$ cat config.mk
export PLATFORM = sky130hd
export DESIGN_NAME = serial_add_ctrl
export DESIGN_NICKNAME = d
export VERILOG_FILES = /design/src/rtl/serial_add_pkg.sv /design/src/rtl/full_adder.sv /design/src/rtl/serial_add_ctrl.sv
export SDC_FILE = /design/constraint.sdc
export NUM_CORES = 1
export LEC_CHECK = 0
export BUFFER_PORTS_ARGS = -buffer_cell sky130_fd_sc_hd__buf_2
export CORE_UTILIZATION = 25
export CTS_CLUSTER_DIAMETER = 50
export DETAILED_ROUTE_END_ITERATION = 7
export SETUP_SLACK_MARGIN = 0.3
export SYNTH_ARGS = -nofsm -noshare
export SYNTH_HDL_FRONTEND = slang
export SYNTH_SLANG_ARGS = --single-unit
$ cat constraint.sdc
create_clock -name clk -period 1.4 [get_ports clk]
set_input_delay 0.42 -clock clk [delete_from_list [all_inputs] [get_ports clk]]
set_output_delay 0.42 -clock clk [all_outputs]
set_load 0.02 [all_outputs]
$ cat src/rtl/serial_add_pkg.sv
// Shared definitions for the bit-serial add/subtract sequencer.
package serial_add_pkg;

    localparam int unsigned DefaultWidth = 8;

    typedef enum logic [1:0] {
        StIdle = 2'b00,
        StRun  = 2'b01,
        StDone = 2'b10
    } state_e;

endpackage

$ cat src/rtl/full_adder.sv
// Single-bit full adder cell, time-shared by the serial sequencer.
module full_adder (
    input  logic cin,
    input  logic a,
    input  logic b,
    output logic cout,
    output logic sum
);

    logic prop;

    assign prop = a ^ b;
    assign sum  = prop ^ cin;
    assign cout = (a & b) | (cin & prop);

endmodule

$ cat src/rtl/serial_add_ctrl.sv
// Bit-serial add/subtract controller: one full_adder cell, LSB first, registered carry.
module serial_add_ctrl
    import serial_add_pkg::*;
#(
    parameter int unsigned WIDTH = DefaultWidth
) (
    input  logic             clk,
    input  logic             rst_n,
    input  logic             in_valid,
    output logic             in_ready,
    input  logic [WIDTH-1:0] op_a,
    input  logic [WIDTH-1:0] op_b,
    input  logic             sub,
    output logic             out_valid,
    input  logic             out_ready,
    output logic [WIDTH-1:0] result,
    output logic             cout,
    output logic             overflow
);

    localparam int unsigned CntW = $clog2(WIDTH);
    localparam logic [CntW-1:0] LastBit = CntW'(WIDTH - 1);

    state_e           state_q, state_d;
    logic [WIDTH-1:0] a_q, a_d;
    logic [WIDTH-1:0] b_q, b_d;
    logic [WIDTH-1:0] res_q, res_d;
    logic [CntW-1:0]  cnt_q, cnt_d;
    logic             carry_q, carry_d;
    logic             msb_cin_q, msb_cin_d;

    logic fa_sum;
    logic fa_cout;

    full_adder u_full_adder (
        .cin  (carry_q),
        .a    (a_q[0]),
        .b    (b_q[0]),
        .cout (fa_cout),
        .sum  (fa_sum)
    );

    always_comb begin
        state_d   = state_q;
        a_d       = a_q;
        b_d       = b_q;
        res_d     = res_q;
        cnt_d     = cnt_q;
        carry_d   = carry_q;
        msb_cin_d = msb_cin_q;

        case (state_q)
            StIdle: begin
                if (in_valid) begin
                    a_d     = op_a;
                    // Subtraction is a + ~b + 1; the +1 enters as the initial carry.
                    b_d     = sub ? ~op_b : op_b;
                    carry_d = sub;
                    cnt_d   = '0;
                    state_d = StRun;
                end
            end
            StRun: begin
                a_d     = {1'b0, a_q[WIDTH-1:1]};
                b_d     = {1'b0, b_q[WIDTH-1:1]};
                res_d   = {fa_sum, res_q[WIDTH-1:1]};
                carry_d = fa_cout;
                cnt_d   = cnt_q + CntW'(1);
                if (cnt_q == LastBit) begin
                    msb_cin_d = carry_q;
                    state_d   = StDone;
                end
            end
            StDone: begin
                if (out_ready) begin
                    state_d = StIdle;
                end
            end
            default: state_d = StIdle;
        endcase
    end

    always_ff @(posedge clk) begin
        if (!rst_n) begin
            state_q   <= StIdle;
            a_q       <= '0;
            b_q       <= '0;
            res_q     <= '0;
            cnt_q     <= '0;
            carry_q   <= 1'b0;
            msb_cin_q <= 1'b0;
        end else begin
            state_q   <= state_d;
            a_q       <= a_d;
            b_q       <= b_d;
            res_q     <= res_d;
            cnt_q     <= cnt_d;
            carry_q   <= carry_d;
            msb_cin_q <= msb_cin_d;
        end
    end

    assign in_ready  = (state_q == StIdle) && rst_n;
    assign out_valid = (state_q == StDone);
    assign result    = res_q;
    assign cout      = carry_q;
    assign overflow  = msb_cin_q ^ carry_q;

endmodule

==> metrics <==
antenna violations before repair=0; Hold Crit Class=input pin to register; pwr dens=886 nW/µm²; final wirelength=4000 µm; Vias=1,390; placed cell areas=1750 µm²; Final period util=1.03; min Tclk post-route=1.45 ns; Post-synth EDFFs=0; endpoint class of the critical path=output pin; layout net count=246; port bufs=32; RePlAce Congestion=0.669; layout cells sized above 1=0.677; Async SR Flop Fraction=0; number of global-route vias before repair=1,348; CP startpoint kind=register; WP data arrival=1.03 ns; Min Hold Slack=0.401 ns; Worst Max-Slew Pin Slew=0.433 ns; IO Count=33; Rows=27; # DRC=0; H-tree levels=2; 1st-iter DRT viols=31; Clock transition at path regs=0.06 ns; TritonCTS clock tree=yes; chip width=78.9 µm; core area=5610 µm²; DRT Pass-1 Iters=4; ys flop type=dfxtp_1; Mapped Nets=183; Yosys warnings=0; Die Y=78.9 µm; Antenna Nets Post-Route=0; Final Cell Area=2590 µm²; Netlist Area Pre-Place=1480 µm²; Routed WL per cell=13.6 µm; Crit Path Max Fanout=3; Final Setup Violations=2; grt ovf=0; Cells after Synth=159; Max-Slew Margin vs Limit=0.711; Avg Cell Area, Syn=9.29 µm²; vias per cell=4.71; register area share after synthesis=0.420; largest net degree at the start of global routing=39; max_cap viols=0; Fin. Hold Viols=0; final worst slack=-0.0464 ns; count of cell types in the netlist=30; Peak VDD IR=0.000402 V; FMAX=691 MHz; CP Class=register to output pin; post-DP HPWL=2160 µm; Clock Latency Late Sink=0.29 ns; violated checks=setup timing; RSZ-0062 raised after global routing=yes; placed insts=259; ANT cells=0; GRT Overall Usage=0.134; Die ar.=6220 µm²; leak pwr=0.00103 µW; number of synthesized register bits=31; Setup Skew=0.00710 ns; status=finished, violations left; Max clock buf depth=2; CTS root buffer=clkbuf_8; Area Growth Syn to Fin=75.2%; fin cells=295; max-slew violations=0; CP required=0.98 ns; Initial Utilization=0.263; Num CTS Buffers=5; global-route wire length before repair=6350 µm; CTS Sinks=31
[stage by stage]
step	setup TNS (ns)	total power, µW	worst slack, ns	util
after global placement	0	1270	0.0388	0.311
after CTS	-0.109	2190	-0.0550	0.401
after global routing	-0.113	2370	-0.0639	0.461
final	-0.0680	2290	-0.0464	0.461
after floorplan	0	1200	0.149	-
after detailed placement	0	1280	0.0585	0.311
[timing repair]
item,in CTS,in global routing
setup buffers,15,10
pin swaps,7,18
setup endpoints to repair,42,43
gates resized for setup,68,72
hold buffers,0,0
cloned,3,0
[area by class of cell]
cell class              instances  area (µm²)
well taps                      72        90.1
fillers                       533        3020
inverters                       1        3.75
multi-input cells             116        1160
clock buffers                   8         100
repair buffers                 67         587
flip-flops and latches         31         646
[per-layer routing]
metal | share of wire | global-route usage
met1 | 0.45 | 0.175
met2 | 0.49 | 0.203
met3 | 0.035 | 0.0345
met4 | 0.027 | 0.0691
met5 | 0 | 0
[critical path: stages (launching register included)]
cell and delay [ns]:
dfxtp_4 0.36, nor3b_4 0.23, buf_6 0.15
[cells in the final DEF, fill, tap and decap left out, types with 3 or more instances in the layout]
| cell | instances |
|---|---|
| o221ai_2 | 7 |
| buf_4 | 18 |
| dfxtp_1 | 17 |
| o221a_4 | 5 |
| nor2_4 | 6 |
| a21boi_1 | 8 |
| o221a_1 | 3 |
| buf_2 | 20 |
| dfxtp_4 | 3 |
| a21oi_2 | 7 |
| nand2_1 | 19 |
| nand2_2 | 5 |
| nor2b_1 | 5 |
| xor2_1 | 6 |
| nand3_2 | 5 |
| a22oi_2 | 4 |
| dfxtp_2 | 11 |
| clkbuf_8 | 7 |
| buf_6 | 25 |
| nor2b_4 | 9 |
[power by group]
part / internal, µW / switching [µW] / total [µW] / leakage [µW]
Combinational: 284 / 241 / 526 / 0.000719
Clock: 449 / 341 / 789 / 0.0000515
Sequential: 932 / 43.6 / 975 / 0.000261
Total: 1660 / 626 / 2290 / 0.00103
[cell families after synthesis]
| kind of cell | count (synthesis) | share of synthesized area |
|---|---|---|
| flip-flops | 31 | 0.420 |
| XOR/XNOR | 9 | 0.0534 |
| adder cells (fa/ha/maj) | 3 | 0.0305 |
| multiplexers | 1 | 0.00678 |
| AND/OR/NAND/NOR | 61 | 0.210 |
| AO/OA/AOI/OAI | 40 | 0.224 |
| buffers and inverters | 14 | 0.0551 |
[sequential cells by signal, summed over array words and instances (netlist names)]
name,cells
msb_cin_q,1
state_q,2
result,8
cout,1
cnt_q,3
a_q,8
b_q,8
[path summary, 6_finish.rpt]
path	slack (ns)	endpoint	cells after the start	startpoint
setup / recovery	-0.05	in_ready	2	state_q[1]
hold reg to reg	0.46	result[0]	2	result[0]
setup reg to reg	0.06	a_q[7]	6	state_q[1]
hold / removal	0.40	state_q[1]	3	out_ready
[cell usage after synthesis, types with 2 or more instances]
| library cell | instances | share of area |
|---|---|---|
| o221a_1 | 3 | 0.023 |
| dfxtp_1 | 31 | 0.42 |
| buf_6 | 2 | 0.015 |
| nand3_1 | 8 | 0.027 |
| nor2_1 | 8 | 0.020 |
| xor2_1 | 7 | 0.042 |
| o221ai_1 | 7 | 0.042 |
| nor2b_1 | 13 | 0.055 |
| xnor2_1 | 2 | 0.012 |
| a21boi_0 | 10 | 0.051 |
| a21oi_1 | 8 | 0.027 |
| clkbuf_1 | 4 | 0.010 |
| o221a_2 | 5 | 0.038 |
| nand2_1 | 25 | 0.064 |
| buf_2 | 5 | 0.017 |
| ha_1 | 2 | 0.017 |
| nor3b_1 | 2 | 0.010 |
| buf_4 | 2 | 0.010 |
| a22oi_1 | 4 | 0.020 |
(Power assumes the default switching activity.)
